--- config.mk ---
export PLATFORM = sky130hd
export DESIGN_NAME = stage_tl_flat
export DESIGN_NICKNAME = d
export VERILOG_FILES = /design/src/rtl/stage_tl_if.sv /design/src/rtl/stage_tl.sv /design/src/flat_wrapper.sv
export SDC_FILE = /design/constraint.sdc
export NUM_CORES = 1
export LEC_CHECK = 0
export ABC_AREA = 0
export BUFFER_PORTS_ARGS = -buffer_cell sky130_fd_sc_hd__buf_2
export CORE_ASPECT_RATIO = 1.2
export CORE_MARGIN = 1
export CORE_UTILIZATION = 52
export CTS_CLUSTER_DIAMETER = 100
export DETAILED_ROUTE_END_ITERATION = 8
export PLACE_DENSITY = 0.78
export SYNTH_ARGS = -nofsm -noshare
export SYNTH_HDL_FRONTEND = slang
export SYNTH_SLANG_ARGS = --single-unit
export TNS_END_PERCENT = 1
--- constraint.sdc ---
create_clock -name clk -period 6.3 [get_ports clk]
set_input_delay 0.63 -clock clk [delete_from_list [all_inputs] [get_ports clk]]
set_output_delay 0.63 -clock clk [all_outputs]
set_load 0.01 [all_outputs]
--- src/rtl/stage_tl_if.sv ---
// Shared TLB-write type and the EX -> TL -> cache bundle.
// Upstream side (execute stage) is the master; stage_tl is the slave.
package stage_tl_pkg;
    typedef enum logic [1:0] {
        TLBW_NONE = 2'd0,
        TLBW_ITLB = 2'd1,
        TLBW_DTLB = 2'd2
    } tlbwrite_t;
endpackage

interface stage_tl_if #(
    parameter int VPN_BITS    = 20,
    parameter int PPN_BITS    = 8,
    parameter int THREAD_BITS = 2
);
    import stage_tl_pkg::*;

    logic [THREAD_BITS-1:0] ex_thread;
    logic                   ex_isvalid;
    logic                   ex_itlb_miss;
    logic [31:0]            ex_pc;
    logic [31:0]            ex_data;
    logic [31:0]            ex_mul;
    logic [31:0]            ex_r2;
    logic [4:0]             ex_dst;
    logic                   ex_isequal;
    logic                   ex_flag_mem;
    logic                   ex_flag_store;
    logic                   ex_flag_isbyte;
    logic                   ex_flag_mul;
    logic                   ex_flag_reg;
    logic                   ex_flag_jump;
    logic                   ex_flag_branch;
    logic                   ex_flag_iret;
    tlbwrite_t              ex_flag_tlbwrite;
    logic [31:0]            ex_rm4;

    logic [THREAD_BITS-1:0] c_thread;
    logic                   c_isvalid;
    logic                   c_itlb_miss;
    logic [31:0]            c_pc;
    logic [31:0]            c_data;
    logic [31:0]            c_r2;
    logic [4:0]             c_dst;
    logic                   c_isequal;
    logic                   c_flag_mem;
    logic                   c_flag_store;
    logic                   c_flag_isbyte;
    logic                   c_flag_reg;
    logic                   c_flag_jump;
    logic                   c_flag_branch;
    logic                   c_flag_iret;
    logic [31:0]            c_rm4;
    logic [PPN_BITS+11:0]   c_paddr;
    logic                   c_dtlb_miss;

    logic                   itlb_wr_en;
    logic [VPN_BITS-1:0]    itlb_wr_vpn;
    logic [PPN_BITS-1:0]    itlb_wr_ppn;

    modport master (
        output ex_thread, ex_isvalid, ex_itlb_miss, ex_pc, ex_data, ex_mul, ex_r2,
               ex_dst, ex_isequal, ex_flag_mem, ex_flag_store, ex_flag_isbyte,
               ex_flag_mul, ex_flag_reg, ex_flag_jump, ex_flag_branch, ex_flag_iret,
               ex_flag_tlbwrite, ex_rm4,
        input  c_thread, c_isvalid, c_itlb_miss, c_pc, c_data, c_r2, c_dst, c_isequal,
               c_flag_mem, c_flag_store, c_flag_isbyte, c_flag_reg, c_flag_jump,
               c_flag_branch, c_flag_iret, c_rm4, c_paddr, c_dtlb_miss,
               itlb_wr_en, itlb_wr_vpn, itlb_wr_ppn
    );

    modport slave (
        input  ex_thread, ex_isvalid, ex_itlb_miss, ex_pc, ex_data, ex_mul, ex_r2,
               ex_dst, ex_isequal, ex_flag_mem, ex_flag_store, ex_flag_isbyte,
               ex_flag_mul, ex_flag_reg, ex_flag_jump, ex_flag_branch, ex_flag_iret,
               ex_flag_tlbwrite, ex_rm4,
        output c_thread, c_isvalid, c_itlb_miss, c_pc, c_data, c_r2, c_dst, c_isequal,
               c_flag_mem, c_flag_store, c_flag_isbyte, c_flag_reg, c_flag_jump,
               c_flag_branch, c_flag_iret, c_rm4, c_paddr, c_dtlb_miss,
               itlb_wr_en, itlb_wr_vpn, itlb_wr_ppn
    );
endinterface

--- src/rtl/stage_tl.sv ---
// TL stage: fully associative DTLB lookup, DTLB/ITLB write service, and the
// TL/cache pipeline register.
module stage_tl
    import stage_tl_pkg::*;
#(
    parameter int DTLB_ENTRIES = 4,
    parameter int VPN_BITS     = 20,
    parameter int PPN_BITS     = 8,
    parameter int THREAD_BITS  = 2
) (
    input  logic      clk,
    input  logic      rst,
    input  logic      stall,
    input  logic      flush,
    stage_tl_if.slave bus
);
    localparam int PTR_W = $clog2(DTLB_ENTRIES);
    localparam int PA_W  = PPN_BITS + 12;

    logic [DTLB_ENTRIES-1:0] r_ent_vld;
    logic [THREAD_BITS-1:0]  r_ent_thr [DTLB_ENTRIES];
    logic [VPN_BITS-1:0]     r_ent_vpn [DTLB_ENTRIES];
    logic [PPN_BITS-1:0]     r_ent_ppn [DTLB_ENTRIES];
    logic [PTR_W-1:0]        r_ptr;

    logic [VPN_BITS-1:0]     w_vpn;
    logic [PPN_BITS-1:0]     w_wr_ppn;
    logic                    w_sup;
    logic                    w_hit;
    logic [PPN_BITS-1:0]     w_hit_ppn;
    logic [PTR_W-1:0]        w_hit_idx;
    logic [PTR_W-1:0]        w_wr_idx;
    logic                    w_accept;
    logic                    w_dtlb_wr;
    logic                    w_itlb_wr;
    logic [PA_W-1:0]         w_paddr;
    logic                    w_miss;

    assign w_vpn    = bus.ex_data[31:12];
    assign w_wr_ppn = bus.ex_r2[PPN_BITS-1:0];
    assign w_sup    = bus.ex_rm4[0];

    // A lookup hit and a same-tag write match are the same condition, so one
    // compare bank serves both the translation and in-place overwrite.
    always_comb begin
        w_hit     = 1'b0;
        w_hit_ppn = '0;
        w_hit_idx = '0;
        for (int i = 0; i < DTLB_ENTRIES; i++) begin
            if (r_ent_vld[i] && (r_ent_thr[i] == bus.ex_thread) && (r_ent_vpn[i] == w_vpn)) begin
                w_hit     = 1'b1;
                w_hit_ppn = r_ent_ppn[i];
                w_hit_idx = PTR_W'(i);
            end
        end
    end

    assign w_accept  = bus.ex_isvalid & ~bus.ex_itlb_miss & w_sup & ~stall & ~flush;
    assign w_dtlb_wr = w_accept & (bus.ex_flag_tlbwrite == TLBW_DTLB);
    assign w_itlb_wr = w_accept & (bus.ex_flag_tlbwrite == TLBW_ITLB);
    assign w_wr_idx  = w_hit ? w_hit_idx : r_ptr;

    always_comb begin
        w_paddr = '0;
        if (w_sup)
            w_paddr = bus.ex_data[PA_W-1:0];
        else if (w_hit)
            w_paddr = {w_hit_ppn, bus.ex_data[11:0]};
    end

    assign w_miss = ~flush & ~w_sup & ~w_hit & bus.ex_isvalid & bus.ex_flag_mem & ~bus.ex_itlb_miss;

    // DTLB control state: valid bits and round-robin pointer
    always_ff @(posedge clk) begin
        if (rst) begin
            r_ent_vld <= '0;
            r_ptr     <= '0;
        end else if (w_dtlb_wr) begin
            r_ent_vld[w_wr_idx] <= 1'b1;
            if (!w_hit)
                r_ptr <= r_ptr + 1'b1;
        end
    end

    always_ff @(posedge clk) begin
        if (w_dtlb_wr) begin
            r_ent_thr[w_wr_idx] <= bus.ex_thread;
            r_ent_vpn[w_wr_idx] <= w_vpn;
            r_ent_ppn[w_wr_idx] <= w_wr_ppn;
        end
    end

    // ITLB write port: strobe is only high the cycle after an accepted write
    logic                r_itlb_en_p1;
    logic [VPN_BITS-1:0] r_itlb_vpn_p1;
    logic [PPN_BITS-1:0] r_itlb_ppn_p1;

    always_ff @(posedge clk) begin
        if (rst) begin
            r_itlb_en_p1  <= 1'b0;
            r_itlb_vpn_p1 <= '0;
            r_itlb_ppn_p1 <= '0;
        end else if (!stall) begin
            r_itlb_en_p1 <= w_itlb_wr;
            if (w_itlb_wr) begin
                r_itlb_vpn_p1 <= w_vpn;
                r_itlb_ppn_p1 <= w_wr_ppn;
            end
        end
    end

    // TL/cache pipeline register
    logic [THREAD_BITS-1:0] r_thread_p1;
    logic                   r_isvalid_p1;
    logic                   r_itlb_miss_p1;
    logic [31:0]            r_pc_p1;
    logic [31:0]            r_data_p1;
    logic [31:0]            r_r2_p1;
    logic [4:0]             r_dst_p1;
    logic                   r_isequal_p1;
    logic [6:0]             r_flags_p1;
    logic [31:0]            r_rm4_p1;
    logic [PA_W-1:0]        r_paddr_p1;
    logic                   r_miss_p1;

    always_ff @(posedge clk) begin
        if (rst) begin
            r_thread_p1    <= '0;
            r_isvalid_p1   <= 1'b0;
            r_itlb_miss_p1 <= 1'b0;
            r_pc_p1        <= '0;
            r_data_p1      <= '0;
            r_r2_p1        <= '0;
            r_dst_p1       <= '0;
            r_isequal_p1   <= 1'b0;
            r_flags_p1     <= '0;
            r_rm4_p1       <= '0;
            r_paddr_p1     <= '0;
            r_miss_p1      <= 1'b0;
        end else if (!stall) begin
            r_thread_p1    <= bus.ex_thread;
            r_isvalid_p1   <= bus.ex_isvalid & ~flush;
            r_itlb_miss_p1 <= bus.ex_itlb_miss;
            r_pc_p1        <= bus.ex_pc;
            r_data_p1      <= bus.ex_flag_mul ? bus.ex_mul : bus.ex_data;
            r_r2_p1        <= bus.ex_r2;
            r_dst_p1       <= bus.ex_dst;
            r_isequal_p1   <= bus.ex_isequal;
            r_flags_p1     <= {bus.ex_flag_mem, bus.ex_flag_store, bus.ex_flag_isbyte,
                               bus.ex_flag_reg, bus.ex_flag_jump, bus.ex_flag_branch,
                               bus.ex_flag_iret};
            r_rm4_p1       <= bus.ex_rm4;
            r_paddr_p1     <= w_paddr;
            r_miss_p1      <= w_miss;
        end
    end

    assign bus.c_thread      = r_thread_p1;
    assign bus.c_isvalid     = r_isvalid_p1;
    assign bus.c_itlb_miss   = r_itlb_miss_p1;
    assign bus.c_pc          = r_pc_p1;
    assign bus.c_data        = r_data_p1;
    assign bus.c_r2          = r_r2_p1;
    assign bus.c_dst         = r_dst_p1;
    assign bus.c_isequal     = r_isequal_p1;
    assign bus.c_flag_mem    = r_flags_p1[6];
    assign bus.c_flag_store  = r_flags_p1[5];
    assign bus.c_flag_isbyte = r_flags_p1[4];
    assign bus.c_flag_reg    = r_flags_p1[3];
    assign bus.c_flag_jump   = r_flags_p1[2];
    assign bus.c_flag_branch = r_flags_p1[1];
    assign bus.c_flag_iret   = r_flags_p1[0];
    assign bus.c_rm4         = r_rm4_p1;
    assign bus.c_paddr       = r_paddr_p1;
    assign bus.c_dtlb_miss   = r_miss_p1;
    assign bus.itlb_wr_en    = r_itlb_en_p1;
    assign bus.itlb_wr_vpn   = r_itlb_vpn_p1;
    assign bus.itlb_wr_ppn   = r_itlb_ppn_p1;
endmodule
--- src/flat_wrapper.sv ---
// flat-port wrapper written by rule: the top's interface ports become plain ports
module stage_tl_flat import stage_tl_pkg::*;
#(
    parameter int DTLB_ENTRIES = 4,
    parameter int VPN_BITS     = 20,
    parameter int PPN_BITS     = 8,
    parameter int THREAD_BITS  = 2
)
  (clk, rst, stall, flush, bus_ex_thread, bus_ex_isvalid, bus_ex_itlb_miss, bus_ex_pc, bus_ex_data, bus_ex_mul, bus_ex_r2, bus_ex_dst, bus_ex_isequal, bus_ex_flag_mem, bus_ex_flag_store, bus_ex_flag_isbyte, bus_ex_flag_mul, bus_ex_flag_reg, bus_ex_flag_jump, bus_ex_flag_branch, bus_ex_flag_iret, bus_ex_flag_tlbwrite, bus_ex_rm4, bus_c_thread, bus_c_isvalid, bus_c_itlb_miss, bus_c_pc, bus_c_data, bus_c_r2, bus_c_dst, bus_c_isequal, bus_c_flag_mem, bus_c_flag_store, bus_c_flag_isbyte, bus_c_flag_reg, bus_c_flag_jump, bus_c_flag_branch, bus_c_flag_iret, bus_c_rm4, bus_c_paddr, bus_c_dtlb_miss, bus_itlb_wr_en, bus_itlb_wr_vpn, bus_itlb_wr_ppn);
  stage_tl_if #(.VPN_BITS(VPN_BITS), .PPN_BITS(PPN_BITS), .THREAD_BITS(THREAD_BITS)) bus_i ();
  input  logic clk;
  input  logic rst;
  input  logic stall;
  input  logic flush;
  input wire logic [$bits(bus_i.ex_thread)-1:0] bus_ex_thread;
  input wire logic [$bits(bus_i.ex_isvalid)-1:0] bus_ex_isvalid;
  input wire logic [$bits(bus_i.ex_itlb_miss)-1:0] bus_ex_itlb_miss;
  input wire logic [$bits(bus_i.ex_pc)-1:0] bus_ex_pc;
  input wire logic [$bits(bus_i.ex_data)-1:0] bus_ex_data;
  input wire logic [$bits(bus_i.ex_mul)-1:0] bus_ex_mul;
  input wire logic [$bits(bus_i.ex_r2)-1:0] bus_ex_r2;
  input wire logic [$bits(bus_i.ex_dst)-1:0] bus_ex_dst;
  input wire logic [$bits(bus_i.ex_isequal)-1:0] bus_ex_isequal;
  input wire logic [$bits(bus_i.ex_flag_mem)-1:0] bus_ex_flag_mem;
  input wire logic [$bits(bus_i.ex_flag_store)-1:0] bus_ex_flag_store;
  input wire logic [$bits(bus_i.ex_flag_isbyte)-1:0] bus_ex_flag_isbyte;
  input wire logic [$bits(bus_i.ex_flag_mul)-1:0] bus_ex_flag_mul;
  input wire logic [$bits(bus_i.ex_flag_reg)-1:0] bus_ex_flag_reg;
  input wire logic [$bits(bus_i.ex_flag_jump)-1:0] bus_ex_flag_jump;
  input wire logic [$bits(bus_i.ex_flag_branch)-1:0] bus_ex_flag_branch;
  input wire logic [$bits(bus_i.ex_flag_iret)-1:0] bus_ex_flag_iret;
  input wire logic [$bits(bus_i.ex_flag_tlbwrite)-1:0] bus_ex_flag_tlbwrite;
  input wire logic [$bits(bus_i.ex_rm4)-1:0] bus_ex_rm4;
  output wire logic [$bits(bus_i.c_thread)-1:0] bus_c_thread;
  output wire logic [$bits(bus_i.c_isvalid)-1:0] bus_c_isvalid;
  output wire logic [$bits(bus_i.c_itlb_miss)-1:0] bus_c_itlb_miss;
  output wire logic [$bits(bus_i.c_pc)-1:0] bus_c_pc;
  output wire logic [$bits(bus_i.c_data)-1:0] bus_c_data;
  output wire logic [$bits(bus_i.c_r2)-1:0] bus_c_r2;
  output wire logic [$bits(bus_i.c_dst)-1:0] bus_c_dst;
  output wire logic [$bits(bus_i.c_isequal)-1:0] bus_c_isequal;
  output wire logic [$bits(bus_i.c_flag_mem)-1:0] bus_c_flag_mem;
  output wire logic [$bits(bus_i.c_flag_store)-1:0] bus_c_flag_store;
  output wire logic [$bits(bus_i.c_flag_isbyte)-1:0] bus_c_flag_isbyte;
  output wire logic [$bits(bus_i.c_flag_reg)-1:0] bus_c_flag_reg;
  output wire logic [$bits(bus_i.c_flag_jump)-1:0] bus_c_flag_jump;
  output wire logic [$bits(bus_i.c_flag_branch)-1:0] bus_c_flag_branch;
  output wire logic [$bits(bus_i.c_flag_iret)-1:0] bus_c_flag_iret;
  output wire logic [$bits(bus_i.c_rm4)-1:0] bus_c_rm4;
  output wire logic [$bits(bus_i.c_paddr)-1:0] bus_c_paddr;
  output wire logic [$bits(bus_i.c_dtlb_miss)-1:0] bus_c_dtlb_miss;
  output wire logic [$bits(bus_i.itlb_wr_en)-1:0] bus_itlb_wr_en;
  output wire logic [$bits(bus_i.itlb_wr_vpn)-1:0] bus_itlb_wr_vpn;
  output wire logic [$bits(bus_i.itlb_wr_ppn)-1:0] bus_itlb_wr_ppn;
  assign bus_i.ex_thread = bus_ex_thread;
  assign bus_i.ex_isvalid = bus_ex_isvalid;
  assign bus_i.ex_itlb_miss = bus_ex_itlb_miss;
  assign bus_i.ex_pc = bus_ex_pc;
  assign bus_i.ex_data = bus_ex_data;
  assign bus_i.ex_mul = bus_ex_mul;
  assign bus_i.ex_r2 = bus_ex_r2;
  assign bus_i.ex_dst = bus_ex_dst;
  assign bus_i.ex_isequal = bus_ex_isequal;
  assign bus_i.ex_flag_mem = bus_ex_flag_mem;
  assign bus_i.ex_flag_store = bus_ex_flag_store;
  assign bus_i.ex_flag_isbyte = bus_ex_flag_isbyte;
  assign bus_i.ex_flag_mul = bus_ex_flag_mul;
  assign bus_i.ex_flag_reg = bus_ex_flag_reg;
  assign bus_i.ex_flag_jump = bus_ex_flag_jump;
  assign bus_i.ex_flag_branch = bus_ex_flag_branch;
  assign bus_i.ex_flag_iret = bus_ex_flag_iret;
  assign bus_i.ex_flag_tlbwrite = bus_ex_flag_tlbwrite;
  assign bus_i.ex_rm4 = bus_ex_rm4;
  assign bus_c_thread = bus_i.c_thread;
  assign bus_c_isvalid = bus_i.c_isvalid;
  assign bus_c_itlb_miss = bus_i.c_itlb_miss;
  assign bus_c_pc = bus_i.c_pc;
  assign bus_c_data = bus_i.c_data;
  assign bus_c_r2 = bus_i.c_r2;
  assign bus_c_dst = bus_i.c_dst;
  assign bus_c_isequal = bus_i.c_isequal;
  assign bus_c_flag_mem = bus_i.c_flag_mem;
  assign bus_c_flag_store = bus_i.c_flag_store;
  assign bus_c_flag_isbyte = bus_i.c_flag_isbyte;
  assign bus_c_flag_reg = bus_i.c_flag_reg;
  assign bus_c_flag_jump = bus_i.c_flag_jump;
  assign bus_c_flag_branch = bus_i.c_flag_branch;
  assign bus_c_flag_iret = bus_i.c_flag_iret;
  assign bus_c_rm4 = bus_i.c_rm4;
  assign bus_c_paddr = bus_i.c_paddr;
  assign bus_c_dtlb_miss = bus_i.c_dtlb_miss;
  assign bus_itlb_wr_en = bus_i.itlb_wr_en;
  assign bus_itlb_wr_vpn = bus_i.itlb_wr_vpn;
  assign bus_itlb_wr_ppn = bus_i.itlb_wr_ppn;
  stage_tl #(.DTLB_ENTRIES(DTLB_ENTRIES), .VPN_BITS(VPN_BITS), .PPN_BITS(PPN_BITS), .THREAD_BITS(THREAD_BITS)) u_core (.clk(clk), .rst(rst), .stall(stall), .flush(flush), .bus(bus_i));
endmodule
# Yosys cells after proc, flatten, opt, wreduce, memory -nomap -nowiden
# Memory sizes are Yosys's and may differ from the RTL's.
# Index checks and enable logic that the tools add are counted.
dict set report totals {
  reg_bits 201
  mem_bits_rw 120
  in_bits 184
  out_inout_bits 195
  elab_cells 81
  mem_count 3
}
# name words width read_ports rd_clocked_by_memory_dff write_ports line
set mem_list {}
lappend mem_list {u_core.r_ent_vpn 4 20 4 0 1 stage_tl.sv:22} ;# logic [VPN_BITS-1:0] r_ent_vpn [DTLB_ENTRIES];
lappend mem_list {u_core.r_ent_ppn 4 8 4 0 1 stage_tl.sv:23} ;# logic [PPN_BITS-1:0] r_ent_ppn [DTLB_ENTRIES];
lappend mem_list {u_core.r_ent_thr 4 2 4 0 1 stage_tl.sv:21} ;# logic [THREAD_BITS-1:0] r_ent_thr [DTLB_ENTRIES];
dict set report op_classes {
  add_sub_neg 1
  order_cmp 2
  eq_ne 10
  mux 19
  n_bitwise 18
  reduce_logical 11
}
# op count
set ops {}
lappend ops {{== test 20 bit} 4}
lappend ops {{two-way mux 20 bit} 2}
lappend ops {{two-way mux 32 bit} 1}
lappend ops {{two-way mux 8 bit} 4}
lappend ops {{bitwise AND 1 bit} 12}
lappend ops {{logical AND 1 bit} 9}
lappend ops {{== test 2 bit} 4}
lappend ops {{two-way mux 1 bit} 8}
lappend ops {{two-way mux 2 bit} 3}
lappend ops {{inverter 1 bit} 5}
lappend ops {{OR 4 bit} 1}
lappend ops {{AND reduction 2 bit} 2}
lappend ops {{< comparator 2 x 3 -> 1 bit (second input constant)} 1}
lappend ops {{adder 2 x 1 -> 2 bit (second input constant)} 1}
lappend ops {{demux 1 bit (select 2 bit)} 1}
lappend ops {{== test 2 x 1 -> 1 bit (second input constant)} 1}
lappend ops {{== test 2 bit (second input constant)} 1}
lappend ops {{>= comparator 2 x 1 -> 1 bit (second input constant)} 1}

# Logic depth before layout (Yosys ltp)
# An unclocked memory read counts as a cell.
dict set report depth {
  word_depth 14
  depth_mapped 10
  depth_no_buf 7
}

# Least setup slack after synthesis
# Ideal clock, no wire load.
dict set report synth_timing {
  kind {input -> register}
  startpoint {input port bus_ex_data[19]}
  endpoint {memory u_core.r_ent_ppn[2][0], enable pin}
  setup_time_ns 0.464
  arrival_time_ns 4.285
  required_time_ns 5.836
  slack_ns 1.551
  cell_stages 7
  cell_sequence {clkbuf_1 xnor2_1 nand4_1 or4b_1 nor2_1 a311oi_2 nor3b_1}
}
dict set report synth_between {
  elab_chain_cells 7
  elab_cells_between_ends 16
  classes_between {4 x eq/ne; 8 x mux; 4 x reduce/logical}
}
# item line
set synth_lines {}
lappend synth_lines {{from (decl)} flat_wrapper.sv:19} ;# input wire logic [$bits(bus_i.ex_data)-1:0] bus_ex_data;
lappend synth_lines {{== test 20 bit} stage_tl.sv:50} ;# if (r_ent_vld[i] && (r_ent_thr[i] == bus.ex_thread) && (r_ent_vpn[i] == w_vpn)) begin
lappend synth_lines {{logical AND 1 bit} stage_tl.sv:50}
lappend synth_lines {{two-way mux 1 bit (4 in a row)} stage_tl.sv:50}
lappend synth_lines {{two-way mux 2 bit (*)} stage_tl.sv:61} ;# assign w_wr_idx = w_hit ? w_hit_idx : r_ptr;
lappend synth_lines {{to (decl)} stage_tl.sv:23}
# Mark *: on every way between the ends. The rest lies on a longest branch, timed or not.

==> results.sh <==
export IMPL_portBuffers=378
export IMPL_maxCapViolCount=0
export IMPL_final_util_pct=65.5
export IMPL_core_um2=24000
export IMPL_status="finished, final reports clean"
export IMPL_cts_tree="done"
export IMPL_nNetsFinal=1671
export IMPL_leakagePower_uw=0.00695
export IMPL_synthAdderAreaFrac_pct=0
export IMPL_antenna_found_initial=1
export IMPL_arrival_ps=3810
export IMPL_grtUsageTotal_pct=27.6
export IMPL_ir_worst_vdd_mv=0.257
export IMPL_path_class="register to register"
export IMPL_synth_compound_area_share_pct=5.93
export IMPL_final_setup_tns_ps=0
export IMPL_synth_top_area_share_pct=31.4
export IMPL_cp_start_kind="register"
export IMPL_wl_per_cell_um=19.6
export IMPL_cp_max_fo=19
export IMPL_async_reset_ff_share_pct=0
export IMPL_seqPwrFrac_pct=51.1
export IMPL_p_switching_uw=1040
export IMPL_clock_skew_ps=10.9
export IMPL_postCtsHoldBufs=0
export IMPL_cts_setup_buffers=0
export IMPL_yosys_cell_count_top_type="dfxtp_1"
export IMPL_slew_headroom_pct=16.0
export IMPL_path_clk_slew_ps=60
export IMPL_critPathCaptureType="register"
export IMPL_clock_sinks=321
export IMPL_drtPass1Iterations=5
export IMPL_vias=9765
export IMPL_setup_slack_ps=2730
export IMPL_syn_num_nets=1333
export IMPL_cts_root_buffer="clkbuf_16"
export IMPL_rsz0062_at_grt="no"
export IMPL_synth_edf_count=120
export IMPL_row_count=62
export IMPL_grt_pass1_wl_um=54000
export IMPL_p_per_area_nw_per_um2=278
export IMPL_maxSlewViolCount=0
export IMPL_ys_ff_latch=321
export IMPL_area_delta_synth_final_pct=23.1
export IMPL_synth_top_family_by_area="simple AND/OR/NAND/NOR gates"
export IMPL_cts_buffer_depth=3
export IMPL_place_hpwl_um=25200
export IMPL_internal_power_uw=3340
export IMPL_ys_top_cells_by_area="dfxtp_1, edfxtp_1, mux2i_1, nor2_1, xnor2_1"
export IMPL_netlist_instances=1149
export IMPL_routabilityCongestion=0.937
export IMPL_grt_start_max_net_pins=138
export IMPL_synth_area_per_cell_um2=11.1
export IMPL_synth_mux_area_share_pct=11.2
export IMPL_yosysWarningCount=0
export IMPL_synthFlopType="dfxtp_1"
export IMPL_die_area_um2=25200
export IMPL_die_x_um=145
export IMPL_setup_viol=0
export IMPL_ant_nets=0
export IMPL_drtIter0Drc=557
export IMPL_viasPerCell=5.34
export IMPL_grt_ovfl_total=0
export IMPL_synth_xor_area_share_pct=6.34
export IMPL_layout_drive_gt1_share_pct=30.7
export IMPL_synth_simple_area_share_pct=13.5
export IMPL_switching_share_pct=23.8
export IMPL_yosys_area_top_type="dfxtp_1"
export IMPL_period_share_pct=56.6
export IMPL_synth_cell_type_count=55
export IMPL_grt_pass1_vias=9554
export IMPL_io_pins=379
export IMPL_synth_area_um2=12800
export IMPL_tightest_slew_ps=1250
export IMPL_dp_slack_ps=2230
export IMPL_htreeDepth=1
export IMPL_required_ps=6540
export IMPL_numCtsBuffers=31
export IMPL_fmax_mhz=280
export IMPL_layout_min_cycle_time_ps=3570
export IMPL_wl_um=35800
export IMPL_power_frac_comb_pct=9.4
export IMPL_n_antenna_cell=0
export IMPL_hold_path_class="input port to register"
export IMPL_clock_latency_ps=560
export IMPL_post_cts_resized=0
export IMPL_yosysSeqAreaShare_pct=59.6
export IMPL_die_y_um=174
export IMPL_netlist_top_cells_count="dfxtp_1, nor2_1, mux2i_1"
export IMPL_start_util_pct=53.2
export IMPL_drc=0
export IMPL_clkPwrFrac_pct=39.4
export IMPL_hold_viol_final=0
-- critical path, stage by stage (launching register included) --
cell	delay (ps)
edfxtp_1	380
xnor2_1	250
nand4_1	130
or4_1	700
or2_4	360
and3_2	230
nor4b_4	790
buf_4	400
-- state kept, by name (all words and copies together), names as in the netlist, 7 cells and up --
signal,cells
u_core.bus.c_pc,32
u_core.r_ent_vpn,80
u_core.bus.c_rm4,32
u_core.bus.c_r2,32
u_core.r_flags_p1,7
u_core.r_ent_thr,8
u_core.bus.c_paddr,20
u_core.bus.itlb_wr_ppn,8
u_core.r_ent_ppn,32
u_core.bus.c_data,32
u_core.bus.itlb_wr_vpn,20
-- final timing paths --
check                            start                         to  slack (ps)  cells past startpoint
max            u_core.r_ent_vpn[1][18]    u_core.r_ent_vpn[0][15]        2730                      7
min                      bus_ex_r2[16]        u_core.bus.c_r2[16]         300                      3
max reg2reg    u_core.r_ent_vpn[1][18]    u_core.r_ent_vpn[0][15]        2730                      7
min reg2reg  u_core.bus.itlb_wr_vpn[4]  u_core.bus.itlb_wr_vpn[4]         450                      2
-- kinds of logic after synthesis --
kind of cell           after synthesis
AND/OR/NAND/NOR                    369
buffers and inverters               97
flip-flops                         321
multiplexers                       143
AO/OA/AOI/OAI                      129
XOR/XNOR                            90
-- final cells by class --
type	instances	area [µm²]
repair buffers	388	1980
inverters	14	52.6
multi-input cells	731	4750
clock buffers	43	866
clock inverters	13	70.1
well taps	320	400
fillers	1941	8300
flip-flops and latches	321	7630
-- stage by stage --
| stage | instances | hold WS [ps] | area, µm² | total power [µW] |
|---|---|---|---|---|
| after global placement | 1774 | 430 | 14800 | 2690 |
| after detailed placement | 1774 | 439 | 14800 | 2700 |
| after floorplan | 1149 | 455 | 12800 | 2520 |
| after CTS | 1830 | 283 | 15700 | 4410 |
| final | 1830 | 300 | 15700 | 4390 |
| after global routing | 1830 | 292 | 15700 | 4530 |
-- routing by layer --
metal	routed length [µm]	global-route usage (%)
met2	18000	49.0
met3	2540	6.50
met4	922	8.33
met5	13	0
met1	14400	33.1
-- placed cells by master, fill, tap and decap left out, types with 3 or more instances in the layout --
cell type  count
a21oi_1       79
a22oi_1       10
buf_2        376
buf_4         10
clkbuf_1       8
clkbuf_16     32
clkbuf_8       3
clkinv_2       9
dfxtp_1      201
edfxtp_1     120
inv_1         14
mux2i_1      143
nand2_1       81
nand3_1       12
nand4_1       23
nand4b_1       4
nor2_1       184
nor2b_1        3
nor3_1         5
nor3b_1        3
nor4_1        12
o21a_1         8
o21ai_0       14
o31ai_1        7
or2_2          8
or3_1          8
or4_1          3
xnor2_1       53
xnor2_2        3
xor2_1        34
-- power by group through the flow --
stage               Sequential [µW]  Combinational (µW)  Clock (µW)
floorplan                      2310                 201           0
global placement               2280                 406           0
detailed placement             2290                 413           0
CTS                            2240                 415        1760
global route                   2250                 447        1830
finish                         2240                 413        1730
Note: power is estimated with default switching activity, not from simulation.
